**src/rtl/cnn_pkg.sv**
```systemverilog
// Shared CNN datapath types and default frame geometry.
// Used by the window generator and the downstream pooling stage.
package cnn_pkg;

    localparam int DEF_DATA_WIDTH = 8;
    localparam int DEF_IMG_WIDTH  = 8;
    localparam int DEF_IMG_HEIGHT = 8;

    typedef logic [DEF_DATA_WIDTH-1:0] pixel_t;

endpackage

```
**src/rtl/pool_window_gen_if.sv**
```systemverilog
// Pixel stream in, 2x2 window out, each with valid/ready.
// master = stream source / window sink, slave = window generator.
interface pool_window_gen_if
    import cnn_pkg::*;
#(
    parameter int DATA_WIDTH = DEF_DATA_WIDTH
);

    logic [DATA_WIDTH-1:0] pix_in;
    logic                  pix_sof;
    logic                  pix_valid;
    logic                  pix_ready;
    logic [DATA_WIDTH-1:0] win_tl;
    logic [DATA_WIDTH-1:0] win_tr;
    logic [DATA_WIDTH-1:0] win_bl;
    logic [DATA_WIDTH-1:0] win_br;
    logic                  win_valid;
    logic                  win_ready;
    logic                  frame_done;

    modport master (
        output pix_in, pix_sof, pix_valid, win_ready,
        input  pix_ready, win_tl, win_tr, win_bl, win_br,
        input  win_valid, frame_done
    );

    modport slave (
        input  pix_in, pix_sof, pix_valid, win_ready,
        output pix_ready, win_tl, win_tr, win_bl, win_br,
        output win_valid, frame_done
    );

endinterface

```
**src/rtl/pool_line_buffer.sv**
```systemverilog
// One-row pixel store: single write port, two async read ports.
// Contents are intentionally not reset.
module pool_line_buffer
    import cnn_pkg::*;
#(
    parameter int DATA_WIDTH = DEF_DATA_WIDTH,
    parameter int DEPTH      = DEF_IMG_WIDTH,
    parameter int AW         = (DEPTH > 1) ? $clog2(DEPTH) : 1
) (
    input  logic                  clk,
    input  logic                  wr_en,
    input  logic [AW-1:0]         wr_addr,
    input  logic [DATA_WIDTH-1:0] wr_data,
    input  logic [AW-1:0]         rd_addr_a,
    input  logic [AW-1:0]         rd_addr_b,
    output logic [DATA_WIDTH-1:0] rd_data_a,
    output logic [DATA_WIDTH-1:0] rd_data_b
);

    logic [DATA_WIDTH-1:0] mem [DEPTH];

    always_ff @(posedge clk) begin
        if (wr_en) mem[wr_addr] <= wr_data;
    end

    assign rd_data_a = mem[rd_addr_a];
    assign rd_data_b = mem[rd_addr_b];

endmodule

```
**src/rtl/pool_window_gen.sv**
```systemverilog
// Raster pixel stream to non-overlapping 2x2 pooling windows.
// Even rows fill the line buffer; odd rows pair with it.
module pool_window_gen
    import cnn_pkg::*;
#(
    parameter int DATA_WIDTH = DEF_DATA_WIDTH,
    parameter int IMG_WIDTH  = DEF_IMG_WIDTH,
    parameter int IMG_HEIGHT = DEF_IMG_HEIGHT
) (
    input logic              clk,
    input logic              rst,
    pool_window_gen_if.slave bus
);

    localparam int CW = (IMG_WIDTH > 1) ? $clog2(IMG_WIDTH) : 1;
    localparam int RW = (IMG_HEIGHT > 1) ? $clog2(IMG_HEIGHT) : 1;
    localparam logic [CW-1:0] COL_LAST = CW'(IMG_WIDTH - 1);
    localparam logic [RW-1:0] ROW_LAST = RW'(IMG_HEIGHT - 1);

    logic [CW-1:0]         col;
    logic [CW-1:0]         cur_col;
    logic [CW-1:0]         nxt_col;
    logic [RW-1:0]         row;
    logic [RW-1:0]         cur_row;
    logic [DATA_WIDTH-1:0] tl_hold;
    logic [DATA_WIDTH-1:0] tr_hold;
    logic [DATA_WIDTH-1:0] bl_hold;
    logic [DATA_WIDTH-1:0] rd_lo;
    logic [DATA_WIDTH-1:0] rd_hi;
    logic                  acc;
    logic                  wr_en;
    logic                  complete;
    logic                  last;

    assign bus.pix_ready = !bus.win_valid || bus.win_ready;
    assign acc = bus.pix_valid && bus.pix_ready;

    // Start-of-frame forces this pixel to (0,0), dropping any partial window.
    assign cur_col  = bus.pix_sof ? '0 : col;
    assign cur_row  = bus.pix_sof ? '0 : row;
    assign nxt_col  = cur_col + CW'(1);
    assign wr_en    = acc && !cur_row[0];
    assign complete = acc && cur_row[0] && cur_col[0];
    assign last     = (cur_row == ROW_LAST) && (cur_col == COL_LAST);

    pool_line_buffer #(
        .DATA_WIDTH (DATA_WIDTH),
        .DEPTH      (IMG_WIDTH),
        .AW         (CW)
    ) u_line_buffer (
        .clk       (clk),
        .wr_en     (wr_en),
        .wr_addr   (cur_col),
        .wr_data   (bus.pix_in),
        .rd_addr_a (cur_col),
        .rd_addr_b (nxt_col),
        .rd_data_a (rd_lo),
        .rd_data_b (rd_hi)
    );

    always_ff @(posedge clk or posedge rst) begin
        if (rst) begin
            col <= '0;
            row <= '0;
        end else if (acc) begin
            if (cur_col == COL_LAST) begin
                col <= '0;
                row <= (cur_row == ROW_LAST) ? '0 : cur_row + RW'(1);
            end else begin
                col <= nxt_col;
                row <= cur_row;
            end
        end
    end

    always_ff @(posedge clk or posedge rst) begin
        if (rst) begin
            tl_hold <= '0;
            tr_hold <= '0;
            bl_hold <= '0;
        end else if (acc && cur_row[0] && !cur_col[0]) begin
            tl_hold <= rd_lo;
            tr_hold <= rd_hi;
            bl_hold <= bus.pix_in;
        end
    end

    // A window can only complete while pix_ready, so a stalled one is never overwritten.
    always_ff @(posedge clk or posedge rst) begin
        if (rst) begin
            bus.win_tl     <= '0;
            bus.win_tr     <= '0;
            bus.win_bl     <= '0;
            bus.win_br     <= '0;
            bus.win_valid  <= 1'b0;
            bus.frame_done <= 1'b0;
        end else begin
            bus.frame_done <= complete && last;
            if (complete) begin
                bus.win_tl    <= tl_hold;
                bus.win_tr    <= tr_hold;
                bus.win_bl    <= bl_hold;
                bus.win_br    <= bus.pix_in;
                bus.win_valid <= 1'b1;
            end else if (bus.win_ready) begin
                bus.win_valid <= 1'b0;
            end
        end
    end

endmodule

```
**src/flat_wrapper.sv**
```systemverilog
// flat-port wrapper written by rule: the top's interface ports become plain ports
module pool_window_gen_flat import cnn_pkg::*;
#(
    parameter int DATA_WIDTH = DEF_DATA_WIDTH,
    parameter int IMG_WIDTH  = DEF_IMG_WIDTH,
    parameter int IMG_HEIGHT = DEF_IMG_HEIGHT
)
  (clk, rst, bus_pix_in, bus_pix_sof, bus_pix_valid, bus_win_ready, bus_pix_ready, bus_win_tl, bus_win_tr, bus_win_bl, bus_win_br, bus_win_valid, bus_frame_done);
  pool_window_gen_if #(.DATA_WIDTH(DATA_WIDTH)) bus_i ();
  input logic clk;
  input logic rst;
  input wire logic [$bits(bus_i.pix_in)-1:0] bus_pix_in;
  input wire logic [$bits(bus_i.pix_sof)-1:0] bus_pix_sof;
  input wire logic [$bits(bus_i.pix_valid)-1:0] bus_pix_valid;
  input wire logic [$bits(bus_i.win_ready)-1:0] bus_win_ready;
  output wire logic [$bits(bus_i.pix_ready)-1:0] bus_pix_ready;
  output wire logic [$bits(bus_i.win_tl)-1:0] bus_win_tl;
  output wire logic [$bits(bus_i.win_tr)-1:0] bus_win_tr;
  output wire logic [$bits(bus_i.win_bl)-1:0] bus_win_bl;
  output wire logic [$bits(bus_i.win_br)-1:0] bus_win_br;
  output wire logic [$bits(bus_i.win_valid)-1:0] bus_win_valid;
  output wire logic [$bits(bus_i.frame_done)-1:0] bus_frame_done;
  assign bus_i.pix_in = bus_pix_in;
  assign bus_i.pix_sof = bus_pix_sof;
  assign bus_i.pix_valid = bus_pix_valid;
  assign bus_i.win_ready = bus_win_ready;
  assign bus_pix_ready = bus_i.pix_ready;
  assign bus_win_tl = bus_i.win_tl;
  assign bus_win_tr = bus_i.win_tr;
  assign bus_win_bl = bus_i.win_bl;
  assign bus_win_br = bus_i.win_br;
  assign bus_win_valid = bus_i.win_valid;
  assign bus_frame_done = bus_i.frame_done;
  pool_window_gen #(.DATA_WIDTH(DATA_WIDTH), .IMG_WIDTH(IMG_WIDTH), .IMG_HEIGHT(IMG_HEIGHT)) u_core (.clk(clk), .rst(rst), .bus(bus_i));
endmodule
```
**config.mk**
```make
export PLATFORM = sky130hd
export DESIGN_NAME = pool_window_gen_flat
export DESIGN_NICKNAME = d
export VERILOG_FILES = /design/src/rtl/cnn_pkg.sv /design/src/rtl/pool_window_gen_if.sv /design/src/rtl/pool_line_buffer.sv /design/src/rtl/pool_window_gen.sv /design/src/flat_wrapper.sv
export SDC_FILE = /design/constraint.sdc
export NUM_CORES = 1
export LEC_CHECK = 0
export CAP_MARGIN = 40
export CORE_MARGIN = 5
export CORE_UTILIZATION = 62
export DETAILED_ROUTE_END_ITERATION = 10
export GPL_TIMING_DRIVEN = 0
export PLACE_DENSITY = 0.95
export SYNTH_ARGS = -nofsm -noshare
export SYNTH_HDL_FRONTEND = slang
export SYNTH_SLANG_ARGS = --single-unit
```
**constraint.sdc**
```tcl
create_clock -name clk -period 4.2 [get_ports clk]
set_input_delay 0.63 -clock clk [delete_from_list [all_inputs] [get_ports clk]]
set_output_delay 0.63 -clock clk [all_outputs]
set_load 0.01 [all_outputs]
```
# After elaboration in Yosys (flattened, before gate mapping)
# Memories as Yosys holds them, arrays and structs flattened. A register that Yosys moved wholly into a read port is not among the register bits.
# Cells that the tools add are included.
# Widths: inputs -> output; s select.
# word_totals
in_bits	13
reg_bits	48
ram_bits	64
n_memories	1
elab_cells	35
# memory_table
memory	words	word_bits	read_ports	rd_clocked_by_memory_dff	wr	line_no	text
u_core.u_line_buffer.mem	8	8	2	2	1	pool_line_buffer.sv:20	logic [DATA_WIDTH-1:0] mem [DEPTH];
# classes
mux	9
addsub	2
n_eq_ne	2
reduce_logical	12
# ops
cell	n
$mux 3	5
$logic_and 1x1->1	7
$add 3x1->3 const B	2
$eq 3x3->1 const B	2
$mux 1	4
$logic_not 1->1	3
$reduce_bool 2->1	1
$logic_or 1x1->1	1

# Longest topological paths before layout
# Gate-level depths: netlist of run 1.
# logic_depth
ltp_word	6
ltp_mapped	7

# Cells and area by module
# Synthesis of run 1 repeated with hierarchy kept, for this count alone.
# unflattened
cells_unflattened	296
area_unflattened_um2	5755.5
# by_module_without_submodules
mod	seq_area_each_um2	instances	area_each_um2	cells_each
pool_line_buffer	1921.8	1	3078.0	135
pool_window_gen	1601.5	1	2677.6	161

# Worst setup path after synthesis of run 1
# Ideal clock, no wire load.
# synth_path
path_type	input -> register
start	input bus_win_ready
end	memory u_core.u_line_buffer.mem[2][0] in the netlist's numbering, enable pin
path_stages	5
path_slack_ns	1.815
arrival_ns	1.991
path_cell_list	nand2b_1 -> buf_4 -> and2_4 -> nand2b_1 -> nor4_1
# synth_via
elab_chain_len	5
# synth_rtl
element	line_no	text
start, declared	flat_wrapper.sv:15	input wire logic [$bits(bus_i.win_ready)-1:0] bus_win_ready;
$logic_or 1x1->1	pool_window_gen.sv:35	assign bus.pix_ready = !bus.win_valid || bus.win_ready;
via bus_pix_ready	flat_wrapper.sv:16	output wire logic [$bits(bus_i.pix_ready)-1:0] bus_pix_ready;
$logic_and 1x1->1	pool_window_gen.sv:36	assign acc = bus.pix_valid && bus.pix_ready;
$logic_and 1x1->1	pool_window_gen.sv:42	assign wr_en = acc && !cur_row[0];
$mux 1	pool_line_buffer.sv:23	if (wr_en) mem[wr_addr] <= wr_data;
$mux 1 (not written as such)	pool_line_buffer.sv:23	
end, declared	pool_line_buffer.sv:20	
# The timed path passes the listed nets, and every way through them passes these cells.

# Worst setup path after layout of run 1
# layout_path
start	input bus_pix_sof
end	memory u_core.u_line_buffer.mem[6][6] in the netlist's numbering, enable pin
# layout_via
elab_chain_len	5
elab_cells_between_ends	6
cone_classes	4 x mux; 2 x reduce/logical
# layout_rtl
element	line_no	text
start, declared	flat_wrapper.sv:13	input wire logic [$bits(bus_i.pix_sof)-1:0] bus_pix_sof;
$mux 3	pool_window_gen.sv:40	assign cur_row = bus.pix_sof ? '0 : row;
$logic_not 1->1	pool_window_gen.sv:42	
$logic_and 1x1->1	pool_window_gen.sv:42	
$mux 1	pool_line_buffer.sv:23	
$mux 1 (not written as such)	pool_line_buffer.sv:23	
# Parallel ways exist; a longest one is shown, timed or not.

==> metrics, run 1 <==
required time reported for the critical path endpoint=4440 ps; number of buffers added by the clock tree synthesis step=17; synthesized instance count=410; Final TNS setup=0 ps; share of the yosys chip area belonging to registers=approximately 63%; area of the multi-input gates=1850 sq um; # diodes=0; switching component of the power=about 1400 uW; leading cell types by total area after synthesis=edfxtp_1 (34%), dfrtp_1 (28%), mux2_4 (7.5%); prevailing post-synth register cell=edfxtp_1; GR Util All Layers=between 20% and 30%; # placed instances=approximately 570; Max VDD drop=approximately 0.34 mV; Vert. Die Dim=about 110 um; number of cells in the finished layout apart from fillers=around 610; number of synthesized flops with an enable pin=between 60 and 70; register clock-pin slew on the reported worst setup and hold paths=approximately 60 ps; Highest Signal Layer=met4; FF-to-FF Start=u_core.col[1]$_DFFE_PP0N_; post-CTS sizing=0; fill cell instance count of the final layout=around 510; count of vias placed by the detailed router=3934; storage element area=about 3500 sq um; number of distinct library cells after synthesis=53; Final Cycle Share=~64%; area of the core region=8760 sq um; DRC violation total after the first TritonRoute iteration=between 500 and 600; die width=roughly 110 um; Initial Util=64.2%; FF+latch count, synth=128; Register-to-Register Path Depth=6; DR WL met2=7440 um; worst setup margin=approximately 1500 ps; global-route wire length before repair=approximately 23000 um; average wire length per cell after detail routing=between 20 and 30 um; DRT antenna net count=0; number of global-route vias before repair=4073; first element of the critical path=bus_pix_sof; status=complete, no violations; Min-Delay Path Class=register to register; portion of synthesized cell area occupied by the leading cell type=about a third; end of the worst register-to-register path=u_core.u_line_buffer.mem[6][6]$_DFFE_PP_; asr flop ratio synth=50.0%; TritonCTS clock tree=yes; achievable frequency=approximately 0.37 GHz; syn nets=425; minimum clock period after layout=around 2700 ps; Finished Cell Area=roughly 7000 sq um; number of max-capacitance violations reported=0; cell row count=34; Met1 Wirelength=slightly below 6000 um; power density over the cells=between 600 and 700 nW/um^2; fraction of power consumed by the clock network=between 30% and 40%; final count of pins violating max slew=0; die footprint=about 11000 sq um; H-Tree Depth=4; Crit Path Category=primary input to register; number of top-level design ports=48; sink count of the clock tree=between 100 and 150; pre-CTS setup slack=1120 ps; Max Buffers Root-to-Sink=2; setup repair after global routing missed its margin=no; drt first pass iters=5; internal power=approximately 3100 uW; Post-Syn Area=approximately 5600 sq um; leading cell types by count after synthesis=dfrtp_1 (64), edfxtp_1 (64), nand2_1 (39); # nets final=around 500; register-to-register setup slack=1540 ps; kind of start point of the critical path=primary input; setup repair bufs after CTS=0; switching portion of total power=30.6%; combinational group share of total power=28.5%; Mapped Avg Cell Area=approximately 14 sq um; maximum number of pins on one net before global-route repair=38; Slew Limit Headroom=between 40% and 50%; cell taking the most area after synthesis=edfxtp_1; Cell Area, Placed=between 6000 and 7000 sq um; final setup violating endpoints=0; count of buffers from port buffering=47; placed wire-length estimate after detailed placement=about 9900 um; hold buffer count at cts=0; Worst Clk Skew=7.61 ps; Sequential Power Share=between 30% and 40%; root buffer cell=clkbuf_8; destination of the critical timing path=u_core.u_line_buffer.mem[6][6]$_DFFE_PP_; number of antenna violations at the first check in global routing=0; Ys Warns=0; slew at the pin with the worst max-slew slack=891 ps; final hold violations=0; data arrival time of the critical path=2930 ps; total wire length after detailed routing=~15000 um; leakage dissipation=between 0.002 and 0.003 uW; Hold Worst Slack=485 ps; sum of met3 wire segment lengths after detailed routing=between 1500 and 2000 um; share of post-route cells with drive strength above 1=between 20 and 25%; number of remaining DRC errors=0; drt via density=between 6 and 7; sum of overflow across all layers after global routing=0; largest fanout of any net on the critical path=10; sort of element at the end of the critical path=register; clock network latency to the later pin of the worst-skew pair=~530 ps; GPL Wtd Cong=between 0.9 and 1; synth-to-layout area growth=22.7%
[logic make-up after synthesis]
group           count (synthesis)  synth area share [%]
buf+inv                        40                  4.72
flops                         128                  62.6
mux                            47                  11.2
simple gates                   98                  9.05
fa+ha+maj                       2                 0.445
compound gates                 95                  12.0
[layer usage]
| layer | global-route usage [%] | vias to the layer above |
|---|---|---|
| li1 | - | 1677 |
| met1 | 35.8 | 1975 |
| met2 | 45.0 | 237 |
| met3 | 9.47 | 45 |
| met4 | 10.7 | 0 |
| met5 | 0 | - |
[cell usage in the layout, fill, tap and decap left out, drive strengths merged, types with 8 or more instances in the layout]
master / instances
dfrtp: 64
a21oi: 18
nand2: 39
clkbuf: 23
mux2i: 14
edfxtp: 64
clkdlybuf4s50: 47
mux2: 33
o21ai: 11
buf: 34
a22oi: 14
inv: 14
a31oi: 8
nor2: 18
[state kept, by name, summed over array words and instances, names as in the netlist]
signal / count
u_core.bus.win_bl: 8
u_core.col: 3
u_core.bus.win_valid: 1
u_core.row: 3
u_core.bus.win_br: 8
u_core.tl_hold: 8
u_core.bl_hold: 8
u_core.u_line_buffer.mem: 64
u_core.bus.win_tl: 8
u_core.bus.win_tr: 8
u_core.tr_hold: 8
u_core.bus.frame_done: 1
[stage by stage]
step / utilization, % / total power, uW
after global routing: 78.8 / 4680
after floorplan: - / 2490
after CTS: 78.8 / 4510
after global placement: 71.1 / 2980
after detailed placement: 72.1 / 3050
final: 78.8 / 4520
[critical path, cell delays in order]
cell and delay (ps):
clkdlybuf4s50_1 510, buf_2 270, clkinv_1 240, nand2_1 220
nor3_1 770, buf_4 280
[power groups by stage]
stage          combinational [uW]  sequential [uW]  clock, uW
4_1_cts                      1280             1780       1440
2_1_floorplan                 680             1810          0
3_5_place_dp                 1250             1790          0
5_1_grt                      1360             1820       1500
6_report                     1290             1790       1440
3_3_place_gp                 1200             1770          0
[cell type report]
type | count | area share, %
timing repair buffer | 55 | 7.79
inverter | 10 | 0.544
clock buffer | 19 | 6.72
tap | 108 | 1.96
multi-input combinational | 242 | 26.9
buffer | 30 | 3.30
clock inverter | 13 | 1.78
sequential | 128 | 51.0
[worst min path at each step]
stage / start / endpoint / slack, ps / cells past startpoint
floorplan: u_core.bl_hold[7]$_DFFE_PP0P_ / u_core.bl_hold[7]$_DFFE_PP0P_ / 440 / 2
global placement: u_core.bl_hold[7]$_DFFE_PP0P_ / u_core.bl_hold[7]$_DFFE_PP0P_ / 460 / 2
detailed placement: u_core.bl_hold[6]$_DFFE_PP0P_ / u_core.bl_hold[6]$_DFFE_PP0P_ / 470 / 2
CTS: u_core.row[1]$_DFFE_PP0N_ / u_core.row[1]$_DFFE_PP0N_ / 490 / 1
global route: u_core.bl_hold[0]$_DFFE_PP0P_ / u_core.bl_hold[0]$_DFFE_PP0P_ / 520 / 2
finish: u_core.row[1]$_DFFE_PP0N_ / u_core.row[1]$_DFFE_PP0N_ / 490 / 1
Power figures use the tool's default switching activity.
==> run 2: changes to the inputs <==
CORE_UTILIZATION = 58   (was 62)
PLACE_DENSITY = 0.91   (was 0.95)
clock period = 2.8 ns   (was 4.2 ns; I/O delays follow)
==> run 2 against run 1 <==
Net effect: wire length down 0.60%; utilization down 6.5 points; register-to-register slack worse by 1200 ps; cell count up 3.6%; clock power up 51%; via count down 0.20%; final area up 0.49%; sequential share of layout area down 0.25 points; flip-flop and latch count unchanged.
==> metrics, run 2 (synthesized netlist as in run 1, its figures left out) <==
status=complete, no violations; number of antenna violations at the first check in global routing=0; Initial Util=about 59%; global-route wire length before repair=~23000 um; most used cells in the layout excluding fill and tap cells=dfrtp_1 (64), edfxtp_1 (64), clkdlybuf4s50_1 (47); Final Cycle Share=86.7%; area of the core region=roughly 9600 sq um; DRC violation total after the first TritonRoute iteration=462; drt via density=6.26; register bank with the most flops=u_core.u_line_buffer.mem; root buffer cell=clkbuf_8; final setup violating endpoints=0; clock network latency to the later pin of the worst-skew pair=about 520 ps; setup repair bufs after CTS=0; DRT antenna net count=0; GPL Wtd Cong=roughly 0.94; power density over the cells=just under 1000 nW/um^2; sort of element at the end of the critical path=register; placed wire-length estimate after detailed placement=about 10000 um; slew at the pin with the worst max-slew slack=approximately 950 ps; number of cells in the finished layout apart from fillers=roughly 630; share of post-route cells with drive strength above 1=approximately 22%; Slew Limit Headroom=between 30 and 40%; Worst Clk Skew=approximately 5.4 ps; Crit Path Category=register to register; achievable frequency=just over 0.4 GHz; number of global-route vias before repair=just over 4000; number of buffers added by the clock tree synthesis step=17; kind of start point of the critical path=register; setup repair after global routing missed its margin=no; largest fanout of any net on the critical path=10; sum of overflow across all layers after global routing=0; worst setup margin=~370 ps; Min-Delay Path Class=primary input to asynchronous set/reset pin; # nets final=between 400 and 500; final hold violations=0; Max VDD drop=~0.58 mV; count of vias placed by the detailed router=approximately 3900; Vert. Die Dim=roughly 110 um; number of remaining DRC errors=0; pre-CTS setup slack=61.8 ps; data arrival time of the critical path=between 2000 and 3000 ps; cell row count=36; number of flip-flops in the largest register=64; synth-to-layout area growth=23.3%; GR Util All Layers=a little over a quarter; drt first pass iters=5; Hold Worst Slack=351 ps; hold buffer count at cts=0; register clock-pin slew on the reported worst setup and hold paths=approximately 60 ps; fill cell instance count of the final layout=between 500 and 600; post-CTS sizing=0; average wire length per cell after detail routing=roughly 24 um; number of top-level design ports=48; number of max-capacitance violations reported=0; sink count of the clock tree=about 130; # placed instances=596; TritonCTS clock tree=yes; count of buffers from port buffering=47; # diodes=0; die footprint=approximately 12000 sq um; required time reported for the critical path endpoint=roughly 2900 ps; final count of pins violating max slew=0; maximum number of pins on one net before global-route repair=36; die width=108 um; total wire length after detailed routing=15200 um; leakage dissipation=0.00289 uW; minimum clock period after layout=approximately 2400 ps; Max Buffers Root-to-Sink=2; H-Tree Depth=4
run 2: layer usage:
layer | global-route usage (%) | wire, um | vias up
li1 | - | - | 1676
met1 | 34.8 | 5750 | 1945
met2 | 43.7 | 7430 | 258
met3 | 6.99 | 1490 | 47
met4 | 12.0 | 475 | 0
met5 | 0 | 0 | -
run 2: final cells by class:
type	count	area [sq um]	area share, %
Buffer	30	228	3.28
Clock inverter	12	125	1.80
Timing Repair Buffer	53	528	7.61
Tap cell	133	166	2.40
Clock buffer	19	464	6.69
Sequential cell	128	3520	50.8
Inverter	10	37.5	0.541
Multi-Input combinational cell	242	1860	26.9
run 2: worst paths after layout:
check	from	to	slack [ps]	cells after the start
worst min register to register	u_core.bl_hold[5]$_DFFE_PP0P_	u_core.bl_hold[5]$_DFFE_PP0P_	480	2
worst min-delay path	rst	u_core.bus.win_bl[4]$_DFFE_PP0P_	350	2
worst max-delay path	u_core.col[1]$_DFFE_PP0N_	u_core.u_line_buffer.mem[6][7]$_DFFE_PP_	370	5
max in group asynchronous	rst	u_core.row[2]$_DFFE_PP0N_	1830	3
min in group clk	u_core.bl_hold[5]$_DFFE_PP0P_	u_core.bl_hold[5]$_DFFE_PP0P_	480	2
worst max register to register	u_core.col[1]$_DFFE_PP0N_	u_core.u_line_buffer.mem[6][7]$_DFFE_PP_	370	5
run 2: stage by stage:
stage	instance area (sq um)	total power, uW	setup TNS (ps)	util (%)
finish	6940	6810	0	72.3
global route	6940	7040	0	72.3
CTS	6940	6790	0	72.3
detailed placement	6350	4570	0	66.2
global placement	6260	4460	-37940	65.3
floorplan	5630	3740	0	-
run 2: power by group:
part	internal [uW]	switching [uW]	leakage [uW]
combinational	1000	929	0.00119
clock	1370	817	0.000289
sequential	2410	281	0.00141
run 2: worst max-delay path, cell delays in order (launching register included):
cell and delay [ps]:
dfrtp_1 400, buf_6 200, buf_6 180, buf_2 250
nand2_1 210, nor3_2 800
